## src/rtl/key_zone_detect.sv

```systemverilog
// key_zone_detect: per-frame dark-pixel census across horizontal piano-key
// zones inside a detection band, thresholded and debounced into a key bitmap.
// Optional build macro KEY_ZONE_MIRROR_EN reverses the zone-to-key mapping
// for a mirror-image camera view (leftmost pixels drive keys[KEYS-1]).
`timescale 1ns/1ps
module key_zone_detect #(
  parameter int KEYS       = 8,
  parameter int KEY_W      = 80,
  parameter int BAND_TOP   = 400,
  parameter int BAND_BOT   = 440,
  parameter int THRESH     = 64,
  parameter int HIT_MIN    = 200,
  parameter int DEB_FRAMES = 2
) (
  input  logic            clk,
  input  logic            rst,        // asynchronous, active-low
  input  logic            sof,
  input  logic            eol,
  input  logic            eof,
  input  logic            pix_valid,
  input  logic [15:0]     pix_data,
  output logic [KEYS-1:0] keys,
  output logic [KEYS-1:0] key_onset,
  output logic            keys_valid,
  output logic            busy,
  output logic [15:0]     debug_out
);

  localparam int ZW = (KEYS  > 1) ? $clog2(KEYS)  : 1;
  localparam int OW = (KEY_W > 1) ? $clog2(KEY_W) : 1;
  localparam int YW = 12;

  localparam logic [ZW-1:0] ZONE_LAST = ZW'(KEYS - 1);
  localparam logic [OW-1:0] OFF_LAST  = OW'(KEY_W - 1);
  localparam logic [YW-1:0] Y_TOP     = YW'(BAND_TOP);
  localparam logic [YW-1:0] Y_BOT     = YW'(BAND_BOT);
  localparam logic [YW-1:0] Y_MAX     = {YW{1'b1}};
  localparam logic [8:0]    DARK_LIM  = 9'(THRESH);
  localparam logic [15:0]   HIT_LIM   = 16'(HIT_MIN);
  localparam logic [3:0]    DEB_LIM   = 4'(DEB_FRAMES);

  localparam logic [1:0] S_IDLE  = 2'd0;
  localparam logic [1:0] S_ACCUM = 2'd1;
  localparam logic [1:0] S_EVAL  = 2'd2;
  localparam logic [1:0] S_OUT   = 2'd3;

  function automatic logic [7:0] luma(input logic [15:0] p);
    return {2'b00, p[15:11], 1'b0} + {2'b00, p[10:5]} + {2'b00, p[4:0], 1'b0};
  endfunction

  function automatic logic [15:0] sat_inc16(input logic [15:0] v);
    return (v == 16'hFFFF) ? v : v + 16'd1;
  endfunction

  function automatic logic [7:0] sat8(input logic [15:0] v);
    return (v > 16'd255) ? 8'hFF : v[7:0];
  endfunction

  logic [1:0]      r_state;
  logic [ZW-1:0]   r_zone;
  logic [OW-1:0]   r_off;
  logic            r_inr;
  logic [YW-1:0]   r_y;
  logic [15:0]     r_cnt [KEYS];
  logic [3:0]      r_agree [KEYS];
  logic [ZW-1:0]   r_eidx;
  logic            r_sof_lat;
  logic [KEYS-1:0] r_keys;
  logic [KEYS-1:0] r_onset;
  logic [KEYS-1:0] r_stage;
  logic [KEYS-1:0] r_hit;
  logic            r_kv;

  logic            w_start;
  logic            w_take;
  logic            w_eol_acc;
  logic [ZW-1:0]   w_zone_b;
  logic [OW-1:0]   w_off_b;
  logic            w_inr_b;
  logic [YW-1:0]   w_y_b;
  logic [ZW-1:0]   w_zone_n;
  logic [OW-1:0]   w_off_n;
  logic            w_inr_n;
  logic [YW-1:0]   w_y_n;
  logic            w_band;
  logic            w_dark;
  logic            w_inc;
  logic [ZW-1:0]   w_zidx;
  logic            w_hit;
  logic            w_key_old;
  logic            w_new_bit;
  logic [3:0]      w_agree_inc;
  logic [3:0]      w_agree_nxt;
  logic [KEYS-1:0] w_stage_full;
  logic [7:0]      w_hit8;

  // Frame-start detection and the running x/y position for the current pixel
  always_comb begin
    w_start   = (sof && (r_state == S_IDLE || r_state == S_ACCUM)) ||
                (r_state == S_OUT && (r_sof_lat || sof));
    w_take    = pix_valid && (r_state == S_ACCUM || (r_state == S_IDLE && sof));
    w_eol_acc = eol && (r_state == S_ACCUM) && !w_start;
    // A pixel arriving with sof sits at x=0, y=0 of the new frame
    w_zone_b  = w_start ? '0   : r_zone;
    w_off_b   = w_start ? '0   : r_off;
    w_inr_b   = w_start ? 1'b1 : r_inr;
    w_y_b     = w_start ? '0   : r_y;
    w_zone_n  = w_zone_b;
    w_off_n   = w_off_b;
    w_inr_n   = w_inr_b;
    if (w_take && w_inr_b) begin
      if (w_off_b == OFF_LAST) begin
        w_off_n = '0;
        if (w_zone_b == ZONE_LAST) w_inr_n = 1'b0;
        else                       w_zone_n = w_zone_b + 1'b1;
      end else begin
        w_off_n = w_off_b + 1'b1;
      end
    end
    if (w_eol_acc) begin
      w_zone_n = '0;
      w_off_n  = '0;
      w_inr_n  = 1'b1;
    end
    w_y_n  = (w_eol_acc && r_y != Y_MAX) ? r_y + 1'b1 : w_y_b;
    w_band = (w_y_b >= Y_TOP) && (w_y_b < Y_BOT);
    w_dark = {1'b0, luma(pix_data)} < DARK_LIM;
    w_inc  = w_take && w_inr_b && w_band && w_dark;
`ifdef KEY_ZONE_MIRROR_EN
    w_zidx = ZONE_LAST - w_zone_b;
`else
    w_zidx = w_zone_b;
`endif
  end

  // Position counters
  always_ff @(posedge clk or negedge rst) begin
    if (!rst) begin
      r_zone <= '0;
      r_off  <= '0;
      r_inr  <= 1'b0;
      r_y    <= '0;
    end else begin
      r_zone <= w_zone_n;
      r_off  <= w_off_n;
      r_inr  <= w_inr_n;
      r_y    <= w_y_n;
    end
  end

  // Per-zone dark-pixel counters, cleared at each frame start
  always_ff @(posedge clk or negedge rst) begin
    if (!rst) begin
      for (int i = 0; i < KEYS; i++) r_cnt[i] <= '0;
    end else begin
      for (int i = 0; i < KEYS; i++) begin
        if (w_start)
          r_cnt[i] <= (w_inc && w_zidx == ZW'(i)) ? 16'd1 : 16'd0;
        else if (w_inc && w_zidx == ZW'(i))
          r_cnt[i] <= sat_inc16(r_cnt[i]);
      end
    end
  end

  // Debounce decision for the zone currently under evaluation
  always_comb begin
    w_hit       = r_cnt[r_eidx] >= HIT_LIM;
    w_key_old   = r_keys[r_eidx];
    w_agree_inc = r_agree[r_eidx] + 4'd1;
    w_new_bit   = w_key_old;
    w_agree_nxt = 4'd0;
    if (w_hit != w_key_old) begin
      if (w_agree_inc == DEB_LIM) w_new_bit   = ~w_key_old;
      else                        w_agree_nxt = w_agree_inc;
    end
    w_stage_full          = r_stage;
    w_stage_full[r_eidx]  = w_new_bit;
  end

  // Frame FSM, debounce state and published outputs
  always_ff @(posedge clk or negedge rst) begin
    if (!rst) begin
      r_state   <= S_IDLE;
      r_eidx    <= '0;
      r_sof_lat <= 1'b0;
      r_keys    <= '0;
      r_onset   <= '0;
      r_stage   <= '0;
      r_hit     <= '0;
      r_kv      <= 1'b0;
      for (int i = 0; i < KEYS; i++) r_agree[i] <= '0;
    end else begin
      r_kv    <= 1'b0;
      r_onset <= '0;
      case (r_state)
        S_IDLE: begin
          if (sof) r_state <= S_ACCUM;
        end
        S_ACCUM: begin
          // A bare sof restarts accumulation through w_start; only eof evaluates
          if (!sof && eof) begin
            r_state <= S_EVAL;
            r_eidx  <= '0;
          end
        end
        S_EVAL: begin
          if (sof) r_sof_lat <= 1'b1;
          r_stage[r_eidx] <= w_new_bit;
          r_agree[r_eidx] <= w_agree_nxt;
          r_hit[r_eidx]   <= w_hit;
          if (r_eidx == ZONE_LAST) begin
            r_state <= S_OUT;
            r_keys  <= w_stage_full;
            r_onset <= w_stage_full & ~r_keys;
            r_kv    <= 1'b1;
          end else begin
            r_eidx <= r_eidx + 1'b1;
          end
        end
        default: begin
          r_sof_lat <= 1'b0;
          r_state   <= (r_sof_lat || sof) ? S_ACCUM : S_IDLE;
        end
      endcase
    end
  end

  // Low eight hit bits for the debug word
  always_comb begin
    w_hit8 = '0;
    for (int i = 0; i < 8 && i < KEYS; i++) w_hit8[i] = r_hit[i];
  end

  assign keys       = r_keys;
  assign key_onset  = r_onset;
  assign keys_valid = r_kv;
  assign busy       = (r_state == S_EVAL);
  assign debug_out  = {w_hit8, sat8(r_cnt[0])};

endmodule

```

## config.mk

```make
export PLATFORM = sky130hd
export DESIGN_NAME = key_zone_detect
export DESIGN_NICKNAME = d
export VERILOG_FILES = /design/src/rtl/key_zone_detect.sv
export SDC_FILE = /design/constraint.sdc
export NUM_CORES = 1
export LEC_CHECK = 0
export CAP_MARGIN = 20
export CORE_MARGIN = 8
export CORE_UTILIZATION = 45
export DETAILED_ROUTE_END_ITERATION = 10
export PLACE_DENSITY = 0.59
export SLEW_MARGIN = 20
export SYNTH_ARGS = -nofsm -noshare
export SYNTH_HDL_FRONTEND = slang
export SYNTH_SLANG_ARGS = --single-unit
```

## constraint.sdc

```tcl
create_clock -name clk -period 4.13 [get_ports clk]
set_clock_uncertainty 0.1 [all_clocks]
set_input_delay 0.6195 -clock clk [delete_from_list [all_inputs] [get_ports clk]]
set_output_delay 0.6195 -clock clk [all_outputs]
set_load 0.01 [all_outputs]
```

==> impl_metrics.ini <==
[synthesis]
synth_edf_count = 0
synth_seq_cells = 222
yosysUniqueCellTypes = 70
synth_warnings = 0
synth_nets = 1372
synth_seq_area_share_pct = 45.6
async_flop_share_pct = 100
syn_area_per_cell_um2 = 9.23
syn_area_um2 = 12200
synthCells = 1319
synth_flop_cell = dfrtp_1

[critical_path]
r2r_start = r_state[0]$_DFFE_PN0P_
critPathLaunch = pix_data[4]
setup.worst_path.start_class = input pin
crit_path_end_kind = register
crit_arrival_ns = 4.29
r2r-end = r_cnt[7]$_DFFE_PN0P_
worstPathMaxFanout = 6
ff2ff_setup_slack_ns = 0.62
critPathKind = in -> reg
required_ns = 4.49
reg2reg_depth = 13

[clocking]
cts_setup_buffers = 0
cts_max_level = 1
clkSinkCount = 222
clkLatencyLatePin_ns = 0.54
clock_path_buffers = 3
root_buffer = clkbuf_16
cts_buffers = 26
cts_tree = built
ctsHoldBuffers = 0
path_clk_slew_ns = 0.06
cts_resized = 0

[timing]
fin_crit_sh_pct = 95.2
rsz0062_at_grt = no
hold_viol = 0
worstMarginPinSlew_ns = 0.850
slew_viol_final = 0
min_period_ns = 3.93
setup_violations = 0
relSlewSlack_pct = 43.3
fmax_ghz = 0.254

[power_and_ir_drop]
p_seq_share_pct = 36.6
power_frac_clock_pct = 34.6
switching_power_w = 0.00238
p_int_w = 0.00430
power_density_nw_per_um2 = 470
ir_drop_mv = 0.399
pwr-share-comb_pct = 28.9
power.total_w = 0.00668
leakagePower_nw = 6.02
swShare_pct = 35.6

[cells_and_area]
synthToLayoutAreaGrowth_pct = 16.8
final_cell_mix = dfrtp_1, nand2_1, nor2_1, nand3_1, o21ai_0
post-route-util_pct = 53.2
n_antenna_cell = 0
drive_above_1_share_pct = 9.97
nets = 1448
final_common_cell = dfrtp_1

[grt]
grt_util_all_layers_pct = 18.6
grt_pass1_vias = 9896
antenna_found_initial = 0
grt_max_degree = 107
grt_pass1_wl_um = 51300
grt-ovfl-total = 0

[worst_hold_path]
hold_class = in -> async

[drt]
wl_per_cell_um = 17.3
first_pass_iters = 5
vias = 10000
drt_wl_total_um = 30400
drt_iter0_markers = 720
drc = 0
vias_per_cell = 5.72
ant_nets = 0

[floorplan]
dieArea_um2 = 32600
rows = 60
io_pins = 56
core_region_area_um2 = 26700
initial_core_util_pct = 45.5
fp.dieH_um = 180
fp.dieW_um = 180

[run]
drv_cap = 0

[placed_design]
gp_congestion = 0.821
io_buffers = 54
dp_hpwl_um = 21100

[status]
outcome = finished clean
[power by group through the flow]
stage | Clock (W) | Sequential (W) | Combinational [W]
6_report | 0.00231 | 0.00244 | 0.00193
5_1_grt | 0.00245 | 0.00246 | 0.00214
4_1_cts | 0.00237 | 0.00244 | 0.00194
3_5_place_dp | 0 | 0.00248 | 0.00194
3_3_place_gp | 0 | 0.00248 | 0.00192
2_1_floorplan | 0 | 0.00245 | 0.00122
[area by class of cell]
class | count | area (um2)
multi-input combinational | 995 | 6230
sequential | 222 | 5560
inverter | 34 | 128
timing repair buffer | 116 | 1010
tap | 341 | 427
clock inverter | 7 | 60.1
clock buffer | 40 | 805
fill | 2488 | 12500
[worst max path at each step]
stage / to / slack [ns] / cells after the start
2_1_floorplan: r_cnt[59]$_DFFE_PN0P_ / 0.32 / 9
3_3_place_gp: r_cnt[127]$_DFFE_PN0P_ / -0.29 / 11
5_1_grt: r_cnt[127]$_DFFE_PN0P_ / 0.05 / 11
6_report: r_cnt[127]$_DFFE_PN0P_ / 0.20 / 11
4_1_cts: r_cnt[127]$_DFFE_PN0P_ / 0.20 / 11
3_5_place_dp: r_cnt[127]$_DFFE_PN0P_ / -0.35 / 11
[per-stage QoR]
step	instance area [um2]	instances	setup WS, ns	setup TNS (ns)	hold WS (ns)
2_1_floorplan	12200	1319	0.321	0	0.224
3_3_place_gp	13400	1708	-0.290	-8.57	0.355
3_5_place_dp	13400	1708	-0.355	-10.50	0.363
4_1_cts	14200	1755	0.197	0	0.0854
5_1_grt	14200	1755	0.0517	0	0.0871
6_report	14200	1755	0.197	0	0.0124
[synth_stat cells, types with 3 or more instances]
library cell	n	area, um2
a211o_1	3	26.3
a211oi_1	14	105
a21o_1	4	30.0
a21oi_1	40	200
a22o_1	3	26.3
a31o_2	4	35.0
a31oi_1	18	113
and2_1	15	93.8
and3_1	25	156
and4_1	23	201
buf_1	15	56.3
buf_2	12	60.1
clkbuf_1	40	150
dfrtp_1	222	5560
fa_1	4	80.1
ha_1	27	338
inv_1	33	124
mux2_2	4	45.0
mux2i_1	20	200
nand2_1	147	552
nand2b_1	4	25.0
nand3_1	82	410
nand3b_1	6	45.0
nand4_1	32	200
nor2_1	137	514
nor3_1	38	190
nor3b_1	5	37.5
nor4_1	41	257
nor4b_1	4	35.0
o2111ai_1	12	105
o211ai_1	11	82.6
o21ai_0	63	315
o31ai_1	29	218
o41ai_1	10	87.6
or2_2	10	62.6
or3_1	21	131
or4_1	3	22.5
xnor2_1	60	526
xor2_1	34	298
[layer usage]
layer | GRT usage [%] | up-vias | share of wire [%]
li1 | - | 4922 | -
met1 | 25.2 | 4842 | 46
met2 | 30.8 | 221 | 47
met3 | 2.70 | 46 | 4.5
met4 | 4.89 | 0 | 2.0
met5 | 0 | - | 0
[state kept, by name (all words and copies together), names as in the netlist, 2 cells and up]
name / flops
keys: 8
r_off: 7
r_eidx: 3
r_stage: 8
r_zone: 3
r_y: 12
r_cnt: 128
key_onset: 8
r_hit: 8
r_agree: 32
r_state: 2
[cells by family (layout without fill, tap and decap cells)]
logic type                 Yosys count  in the layout  synth area share [%]
AOI/OAI and AO/OA                  236            236                  13.2
xor gates and xnor gates            94             94                  6.76
adders and majority gates           31             31                  3.43
buffers and inverters              102            197                  3.30
DFF                                222            222                  45.6
muxes                               26             26                  2.39
and+or+nand+nor                    608            608                  25.3
[worst max-delay path: stages]
cell	delay, ns
clkdlybuf4s50_1	0.43
fa_1	0.48
ha_1	0.22
or4b_1	0.51
or4_1	0.51
or3_4	0.37
buf_4	0.17
a211oi_4	0.30
nand4_2	0.19
or3_1	0.34
a21oi_1	0.14
Power figures use the tool's default switching activity.
